File: config.mk
export PLATFORM = sky130hd
export DESIGN_NAME = ysyx_24100012_lsu_ctrl
export DESIGN_NICKNAME = d
export VERILOG_FILES = /design/src/rtl/ysyx_24100012_lsu_pkg.sv /design/src/rtl/ysyx_24100012_load_align.sv /design/src/rtl/ysyx_24100012_lsu_ctrl.sv
export SDC_FILE = /design/constraint.sdc
export NUM_CORES = 1
export LEC_CHECK = 0
export CORE_ASPECT_RATIO = 0.5
export CORE_UTILIZATION = 46
export DETAILED_ROUTE_END_ITERATION = 8
export GPL_TIMING_DRIVEN = 0
export PLACE_DENSITY_LB_ADDON = 0.1
export SYNTH_ARGS = -nofsm -noshare
export SYNTH_HDL_FRONTEND = slang
export SYNTH_SLANG_ARGS = --single-unit
File: constraint.sdc
create_clock -name clk -period 4.66 [get_ports clk]
set_input_delay 1.165 -clock clk [delete_from_list [all_inputs] [get_ports clk]]
set_output_delay 1.165 -clock clk [all_outputs]
set_load 0.1 [all_outputs]
File: src/rtl/ysyx_24100012_lsu_pkg.sv
// Shared definitions for the load/store unit controller.
//   - RV32 funct3 load/store width codes
//   - controller state enum and access-size classification
package ysyx_24100012_lsu_pkg;

  localparam int unsigned XLEN = 32;
  localparam int unsigned F3_W = 3;

  localparam logic [F3_W-1:0] F3_LB  = 3'b000;
  localparam logic [F3_W-1:0] F3_LH  = 3'b001;
  localparam logic [F3_W-1:0] F3_LW  = 3'b010;
  localparam logic [F3_W-1:0] F3_LBU = 3'b100;
  localparam logic [F3_W-1:0] F3_LHU = 3'b101;
  localparam logic [F3_W-1:0] F3_SB  = 3'b000;
  localparam logic [F3_W-1:0] F3_SH  = 3'b001;
  localparam logic [F3_W-1:0] F3_SW  = 3'b010;

  typedef enum logic [1:0] {IDLE, ISSUE, WAIT, RESP} lsu_state_e;

  typedef enum logic [1:0] {SZ_BYTE, SZ_HALF, SZ_WORD} lsu_size_e;

  // Size is carried by funct3[1:0]; 011/110/111 fall through to word.
  function automatic lsu_size_e access_size(input logic [F3_W-1:0] funct3);
    if (funct3[1:0] == F3_SB[1:0]) return SZ_BYTE;
    else if (funct3[1:0] == F3_SH[1:0]) return SZ_HALF;
    else return SZ_WORD;
  endfunction

endpackage

File: src/rtl/ysyx_24100012_load_align.sv
// Combinational load lane selection and sign/zero extension.
//   funct3  : load width/sign code
//   addr_lo : byte offset within the word
//   word    : full word returned by memory
//   rdata_c : extracted, extended load data
module ysyx_24100012_load_align
  import ysyx_24100012_lsu_pkg::*;
(
  input  logic [F3_W-1:0] funct3,
  input  logic [1:0]      addr_lo,
  input  logic [XLEN-1:0] word,
  output logic [XLEN-1:0] rdata_c
);

  logic [7:0]  byte_sel;
  logic [15:0] half_sel;

  always_comb begin
    byte_sel = word[7:0];
    unique case (addr_lo)
      2'b00: byte_sel = word[7:0];
      2'b01: byte_sel = word[15:8];
      2'b10: byte_sel = word[23:16];
      2'b11: byte_sel = word[31:24];
    endcase
    half_sel = addr_lo[1] ? word[31:16] : word[15:0];

    rdata_c = word;
    case (funct3)
      F3_LB:   rdata_c = {{24{byte_sel[7]}}, byte_sel};
      F3_LH:   rdata_c = {{16{half_sel[15]}}, half_sel};
      F3_LBU:  rdata_c = {24'b0, byte_sel};
      F3_LHU:  rdata_c = {16'b0, half_sel};
      F3_LW:   rdata_c = word;
      default: rdata_c = word;
    endcase
  end

endmodule

File: src/rtl/ysyx_24100012_lsu_ctrl.sv
// Load/store unit controller: one outstanding access, IDLE->ISSUE->WAIT->RESP.
// Ports:
//   clk, rst                 clock, async active-low reset
//   req_*                    core request (valid/ready, we, funct3, addr, wdata)
//   rsp_*                    core response (valid/ready, rdata, err)
//   mem_*                    memory request and completion (rvalid/rdata)
// Optional: YSYX_24100012_MISALIGN_CHECK_EN flags misaligned half/word
// accesses with rsp_err and skips the memory transaction.
module ysyx_24100012_lsu_ctrl
  import ysyx_24100012_lsu_pkg::*;
#(
  parameter int unsigned ADDR_WIDTH = 32,
  parameter int unsigned DATA_WIDTH = 32
) (
  input  logic                  clk,
  input  logic                  rst,
  input  logic                  req_valid,
  output logic                  req_ready,
  input  logic                  req_we,
  input  logic [F3_W-1:0]       req_funct3,
  input  logic [ADDR_WIDTH-1:0] req_addr,
  input  logic [DATA_WIDTH-1:0] req_wdata,
  output logic                  rsp_valid,
  input  logic                  rsp_ready,
  output logic [DATA_WIDTH-1:0] rsp_rdata,
  output logic                  rsp_err,
  output logic                  mem_valid,
  input  logic                  mem_ready,
  output logic                  mem_we,
  output logic [ADDR_WIDTH-1:0] mem_addr,
  output logic [3:0]            mem_wmask,
  output logic [DATA_WIDTH-1:0] mem_wdata,
  input  logic                  mem_rvalid,
  input  logic [DATA_WIDTH-1:0] mem_rdata
);

  lsu_state_e            state_q, state_d;
  logic                  we_q, we_d;
  logic [F3_W-1:0]       funct3_q, funct3_d;
  logic [1:0]            addr_lo_q, addr_lo_d;

  logic                  accept_c;
  logic                  misalign_c;
  lsu_size_e             req_size_c;
  logic [3:0]            wmask_c;
  logic [DATA_WIDTH-1:0] wdata_c;
  logic [DATA_WIDTH-1:0] load_data_c;

  logic                  mem_valid_d, mem_we_d, rsp_valid_d, rsp_err_d, req_ready_d;
  logic [ADDR_WIDTH-1:0] mem_addr_d;
  logic [3:0]            mem_wmask_d;
  logic [DATA_WIDTH-1:0] mem_wdata_d, rsp_rdata_d;

  assign accept_c = req_valid & req_ready;

  // Byte-lane mask and lane-replicated store data for the incoming request.
  always_comb begin
    req_size_c = access_size(req_funct3);
    wmask_c    = 4'b0000;
    wdata_c    = '0;
    if (req_we) begin
      unique case (req_size_c)
        SZ_BYTE: begin
          wmask_c = 4'b0001 << req_addr[1:0];
          wdata_c = {4{req_wdata[7:0]}};
        end
        SZ_HALF: begin
          wmask_c = req_addr[1] ? 4'b1100 : 4'b0011;
          wdata_c = {2{req_wdata[15:0]}};
        end
        default: begin
          wmask_c = 4'b1111;
          wdata_c = req_wdata;
        end
      endcase
    end
  end

`ifdef YSYX_24100012_MISALIGN_CHECK_EN
  assign misalign_c = ((req_size_c == SZ_HALF) && req_addr[0]) ||
                      ((req_size_c == SZ_WORD) && (req_addr[1:0] != 2'b00));
`else
  assign misalign_c = 1'b0;
`endif

  ysyx_24100012_load_align u_load_align (
    .funct3  (funct3_q),
    .addr_lo (addr_lo_q),
    .word    (mem_rdata),
    .rdata_c (load_data_c)
  );

  // Next state and next values of every registered output.
  always_comb begin
    state_d     = state_q;
    we_d        = we_q;
    funct3_d    = funct3_q;
    addr_lo_d   = addr_lo_q;
    mem_we_d    = mem_we;
    mem_addr_d  = mem_addr;
    mem_wmask_d = mem_wmask;
    mem_wdata_d = mem_wdata;
    rsp_rdata_d = rsp_rdata;
    rsp_err_d   = rsp_err;

    unique case (state_q)
      IDLE: begin
        if (accept_c) begin
          we_d        = req_we;
          funct3_d    = req_funct3;
          addr_lo_d   = req_addr[1:0];
          mem_we_d    = req_we;
          mem_addr_d  = {req_addr[ADDR_WIDTH-1:2], 2'b00};
          mem_wmask_d = wmask_c;
          mem_wdata_d = wdata_c;
          rsp_rdata_d = '0;
          rsp_err_d   = misalign_c;
          state_d     = misalign_c ? RESP : ISSUE;
        end
      end
      ISSUE: if (mem_ready) state_d = WAIT;
      // mem_rvalid is only honoured here, so stale completions are dropped.
      WAIT: begin
        if (mem_rvalid) begin
          rsp_rdata_d = we_q ? '0 : load_data_c;
          state_d     = RESP;
        end
      end
      RESP: if (rsp_ready) state_d = IDLE;
    endcase

    mem_valid_d = (state_d == ISSUE);
    rsp_valid_d = (state_d == RESP);
    req_ready_d = (state_d == IDLE);
  end

  // State, request context and registered outputs.
  always_ff @(posedge clk or negedge rst) begin
    if (!rst) begin
      state_q   <= IDLE;
      we_q      <= 1'b0;
      funct3_q  <= '0;
      addr_lo_q <= 2'b00;
      req_ready <= 1'b0;
      mem_valid <= 1'b0;
      mem_we    <= 1'b0;
      mem_addr  <= '0;
      mem_wmask <= 4'b0000;
      mem_wdata <= '0;
      rsp_valid <= 1'b0;
      rsp_rdata <= '0;
      rsp_err   <= 1'b0;
    end else begin
      state_q   <= state_d;
      we_q      <= we_d;
      funct3_q  <= funct3_d;
      addr_lo_q <= addr_lo_d;
      req_ready <= req_ready_d;
      mem_valid <= mem_valid_d;
      mem_we    <= mem_we_d;
      mem_addr  <= mem_addr_d;
      mem_wmask <= mem_wmask_d;
      mem_wdata <= mem_wdata_d;
      rsp_valid <= rsp_valid_d;
      rsp_rdata <= rsp_rdata_d;
      rsp_err   <= rsp_err_d;
    end
  end

endmodule

# ---- Word-level counts from Yosys, hierarchy flattened
# Index checks and enable logic that the tools add are counted.
# W data, S select, Z words.
dict set report word_totals {
  inputBits 106
  word_cells 56
  out_inout_bits 105
  ff_bits 109
}
dict set report classes {
  n_bitwise 1
  eq_ne 15
  n_shift 1
  reduce_logical 9
  n_mux 19
}
# op count
set ops {}
lappend ops {{$mux W32} 4}
lappend ops {{$pmux W32 S2} 2}
lappend ops {{$pmux W32 S4} 1}
lappend ops {{$pmux W8 S4} 1}
lappend ops {{$mux W16} 1}
lappend ops {{$mux W2} 6}
lappend ops {{$eq A2 B1 Y1 const B} 5}
lappend ops {{$eq A2 B2 Y1 const B} 5}
lappend ops {{$logic_not A2 Y1} 5}
lappend ops {{$mux W4} 2}
lappend ops {{$pmux W2 S4} 1}
lappend ops {{$pmux W4 S2} 1}
lappend ops {{$eq A3 B3 Y1 const B} 2}
lappend ops {{$ne A2 B2 Y1 const B} 2}
lappend ops {{$shl A1 B2 Y4 const A} 1}
lappend ops {{$eq A3 B1 Y1 const B} 1}
lappend ops {{$logic_not A3 Y1} 1}
lappend ops {{$reduce_and A3 Y1} 1}
lappend ops {{$reduce_and A2 Y1} 1}
lappend ops {{$reduce_bool A2 Y1} 1}
lappend ops {{$and A1 B1 Y1} 1}

# ---- Longest topological paths before layout
dict set report logic_depth {
  depth_word 6
  ltp_mapped 7
  mapped_depth_nobuf 4
}

# ---- Hierarchy
# A second synthesis with hierarchy kept.
dict set report unflattened {
  cells_unflattened 601
  hier_area_um2 5534.1
}
# mod area_per_inst_um2 n_inst cells_per_inst seq_area_each_um2
set modules_own_cells {}
lappend modules_own_cells {ysyx_24100012_lsu_ctrl 4884.7 1 491 2727.6}
lappend modules_own_cells {ysyx_24100012_load_align 649.4 1 110 0.0}

# ---- Worst setup path before layout
# OpenSTA, ideal clock, no wires.
dict set report synth_timing {
  path_kind {input port to flip-flop}
  startpoint {input mem_rdata[31]}
  endpoint {register rsp_rdata[18]}
  stages 6
  t_required_ns 4.533
  t_arrival_ns 2.078
  setup_slack_ns 2.455
  path_buffers 2
  setup_ns 0.127
  path_cell_list {mux2i_1 > a2111oi_0 > and3_1 > buf_6 > buf_8 > a221o_2}
}
dict set report synth_between {
  elab_chain_len 5
  word_cells_on_any_way 6
  classes_between {mux: 6}
}
# element line_no
set synth_rtl {}
lappend synth_rtl {{start, declared} ysyx_24100012_lsu_ctrl.sv:34} ;# input logic [DATA_WIDTH-1:0] mem_rdata
lappend synth_rtl {{$pmux W8 S4 or $mux W16 (tied branches)} {ysyx_24100012_load_align.sv:20, ysyx_24100012_load_align.sv:26}}
lappend synth_rtl {{$pmux W32 S4 *} ysyx_24100012_load_align.sv:29} ;# case (funct3)
lappend synth_rtl {{$mux W32 *} ysyx_24100012_lsu_ctrl.sv:125} ;# rsp_rdata_d = we_q ? '0 : load_data_c;
lappend synth_rtl {{$mux W32 *} ysyx_24100012_lsu_ctrl.sv:124} ;# if (mem_rvalid) begin
lappend synth_rtl {{$pmux W32 S2 *} ysyx_24100012_lsu_ctrl.sv:106} ;# unique case (state_q)
lappend synth_rtl {{end signal, assigned} ysyx_24100012_lsu_ctrl.sv:165} ;# rsp_rdata <= rsp_rdata_d;
lappend synth_rtl {{end, declared} ysyx_24100012_lsu_ctrl.sv:25} ;# output logic [DATA_WIDTH-1:0] rsp_rdata,
# Every way passes the cells marked *; elsewhere a longest branch is shown, timed or not. The select of a mux whose other input is x is not followed.
# A chain may end at the register's enable or synchronous reset.

==> flow_metrics.py <==
metrics = {
    "sta": {
        "finalHoldViolCount": 0,
        "setup_viol": 0,
        "worstMarginPinSlew_ns": 1.01,
        "slew_viol_final": 0,
        "post-route-min-period_ns": 3.07,
        "period_share": 0.658,
        "setup_tns_ns": 0,
        "fmax_mhz": 326,
        "skew_ns": 0.00786,
        "finalWorstSetupSlack_ns": 1.59,
        "slew-limit-headroom": 0.322,
        "rsz0062_at_grt": "no",
    },
    "synthesis": {
        "synth_top_area_frac": 0.548,
        "synthAdderAreaFrac": 0,
        "synth_compound_area_frac": 0.165,
        "synth-seq-area-share": 0.548,
        "synth-seq-cells": 109,
        "synth_cells": 509,
        "synth_simple_gate_area_share": 0.175,
        "synth_common_cells": "nand2_1, dfrtp_1, mux2i_1",
        "synth.area.top_cells": "dfrtp_1, nand2_1, mux2i_1",
        "synth.avg_cell_area_um2": 9.77,
        "yosysMostFrequentCell": "nand2_1",
        "synthDistinctLibCells": 37,
        "synth_top_area_cell": "dfrtp_1",
        "yosysWarnings": 0,
        "synth_async_sr_flop_share": 1.00,
        "muxShareOfSynthArea": 0.0667,
        "ys.flop_type": "dfrtp_1",
        "synthXorXnorAreaFrac": 0,
        "synth_top_family_by_area": "simple AND/OR/NAND/NOR gates",
        "synth_edf_count": 0,
        "netlist_area_mm2": 0.00497,
    },
    "detailed_routing": {
        "drt_wl_total_um": 14800,
        "antenna_left": 0,
        "vias": 4662,
        "wl_per_cell_um": 17.0,
        "drt_pass1_iterations": 7,
        "drc_errors": 0,
        "via_per_inst": 5.33,
        "drtIter0Drc": 263,
    },
    "floorplan": {
        "rows": 26,
        "initial_core_util": 0.481,
        "dieArea_mm2": 0.0113,
        "die_w_um": 149,
        "die-height_um": 75.5,
        "pin_count": 211,
        "coreArea_mm2": 0.0103,
    },
    "clock_tree": {
        "cts_htree_levels": 3,
        "clock_latency_ns": 0.35,
        "clock_sinks": 109,
        "cts_setup_buffers": 0,
        "cts_tree": "done",
        "root_buffer": "clkbuf_16",
        "path_clk_slew_ns": 0.07,
        "cts_buffers": 9,
        "clock_path_buffers": 2,
        "postCtsHoldBufs": 0,
        "ctsResizeCount": 0,
    },
    "critical_path": {
        "regToRegEndpoint": "rsp_rdata[2]$_DFFE_PN0P_",
        "path_max_fanout": 3,
        "critPathSlowestCell": "clkdlybuf4s50_1",
        "arrival_ns": 1.90,
        "end_kind": "primary output",
        "timing.rr.start": "funct3_q[1]$_DFFE_PN0P_",
        "worst_path_dominant_cell_family": "buffers and inverters",
        "worst_r2r_path_depth": 6,
        "slowest_delay_ns": 1.16,
        "path_class": "reg -> out",
        "required_ns": 3.49,
        "reg2reg_slack_ns": 2.67,
        "path_buf_inv": 1,
        "crit_chain": "clkdlybuf4s50_1",
        "start_kind": "flop",
    },
    "min_path": {
        "min_path_cells": 2,
        "min_path_type": "reg -> reg",
        "hold_path_end": "mem_wdata[1]$_DFFE_PN0P_",
        "min_from": "mem_wdata[1]$_DFFE_PN0P_",
    },
    "cells_and_area": {
        "n_antenna_cell": 0,
        "drive_above_1_share": 0.0681,
        "syn_to_final_growth_pct": 52.0,
        "finalNetCount": 835,
    },
    "global_route": {
        "grt_pass1_wl_um": 22700,
        "grt_pass1_vias": 4464,
        "grt_busiest_layer": "met2",
        "grt_max_degree": 56,
        "use_met1": 0.337,
        "grt_overflow": 0,
        "track_usage": 0.266,
        "grt_antenna_before_repair": 0,
        "grtUsageMet2": 0.454,
        "grtUsageMet3": 0.0874,
    },
    "run_status": {
        "status": "finished clean",
    },
    "place": {
        "portBuffers": 206,
        "place.gp.congestion": 0.814,
        "place_ws_ns": 1.67,
        "hpwl_um": 10800,
    },
    "job": {
        "cap_violations": 0,
    },
}
-- logic make-up after synthesis --
logic type / count (synthesis)
AOI/OAI and AO/OA: 111
buffers and inverters: 44
DFF: 109
muxes: 33
other: 1
and+or+nand+nor: 211
-- per-stage QoR --
step	cells	hold slack [ns]	area (um2)	util
finish	874	0.472	7560	0.731
global route	874	0.490	7560	0.731
CTS	874	0.472	7560	0.731
detailed placement	858	0.456	7240	0.700
global placement	857	0.452	7220	0.698
floorplan	511	0.456	4980	-
-- metal layers --
layer,wire length (um),share of wire
met3,1250,0.085
met4,113,0.0076
met1,6330,0.43
met5,0,0
met2,7120,0.48
-- layout make-up --
| type | count | area [um2] |
|---|---|---|
| inverter | 3 | 11.3 |
| sequential | 109 | 2730 |
| tap | 140 | 175 |
| multi-input combinational | 358 | 2030 |
| clock buffer | 10 | 229 |
| clock inverter | 6 | 87.6 |
| fill | 806 | 2790 |
| timing repair buffer | 207 | 2090 |
| buffer | 41 | 208 |
-- how the worst max path moves through the flow --
| stage | from | endpoint | slack, ns | cells after the start |
|---|---|---|---|---|
| final | we_q$_DFFE_PN0P_ | mem_we | 1.59 | 1 |
| after global routing | mem_wdata[24]$_DFFE_PN0P_ | mem_wdata[24] | 1.54 | 1 |
| after CTS | mem_wdata[23]$_DFFE_PN0P_ | mem_wdata[23] | 1.59 | 1 |
| after detailed placement | mem_rvalid | rsp_rdata[31]$_DFFE_PN0P_ | 1.67 | 6 |
| after global placement | rst | rsp_rdata[13]$_DFFE_PN0P_ | -1.73 | 1 |
| after floorplan | mem_rdata[31] | rsp_rdata[18]$_DFFE_PN0P_ | 2.46 | 6 |
-- sequential cells by signal (all words and copies together) (netlist names), 2 cells and up --
| register | count |
|---|---|
| mem_wdata | 32 |
| rsp_rdata | 32 |
| mem_addr | 30 |
| mem_wmask | 4 |
| funct3_q | 3 |
| addr_lo_q | 2 |
| state_q | 2 |
-- tightest hold or removal path, stage by stage, from the launching register on --
cell,delay (ns)
dfrtp_1,0.35
nand2_1,0.05
nand2_1,0.05
-- cell usage in the layout, fill, tap and decap left out, types with 2 or more instances in the layout --
| cell | netlist | final |
|---|---|---|
| clkdlybuf4s50_1 | 0 | 205 |
| nand2_1 | 160 | 160 |
| dfrtp_1 | 109 | 109 |
| mux2i_1 | 32 | 32 |
| o21ai_0 | 28 | 28 |
| nor2_1 | 25 | 25 |
| clkbuf_1 | 22 | 23 |
| a21oi_1 | 17 | 17 |
| a22o_1 | 16 | 16 |
| buf_2 | 13 | 13 |
| nand3_1 | 10 | 10 |
| o22ai_1 | 9 | 9 |
| a221o_2 | 9 | 9 |
| clkbuf_16 | 0 | 9 |
| a2bb2oi_1 | 8 | 8 |
| a221o_1 | 7 | 7 |
| o221ai_1 | 7 | 7 |
| nand2b_1 | 5 | 5 |
| and3_1 | 4 | 4 |
| buf_4 | 3 | 4 |
| inv_1 | 3 | 3 |
| conb_1 | 1 | 3 |
| buf_6 | 2 | 2 |
| nand3b_1 | 2 | 2 |
| o211ai_1 | 2 | 2 |
| or2_2 | 2 | 2 |
| bufinv_16 | 0 | 2 |
| clkinv_4 | 0 | 2 |
| clkinv_2 | 0 | 2 |
Power is left out: the tool's default activity adds up to more than one toggle a clock period on the data nets, which glitch-free logic cannot reach.
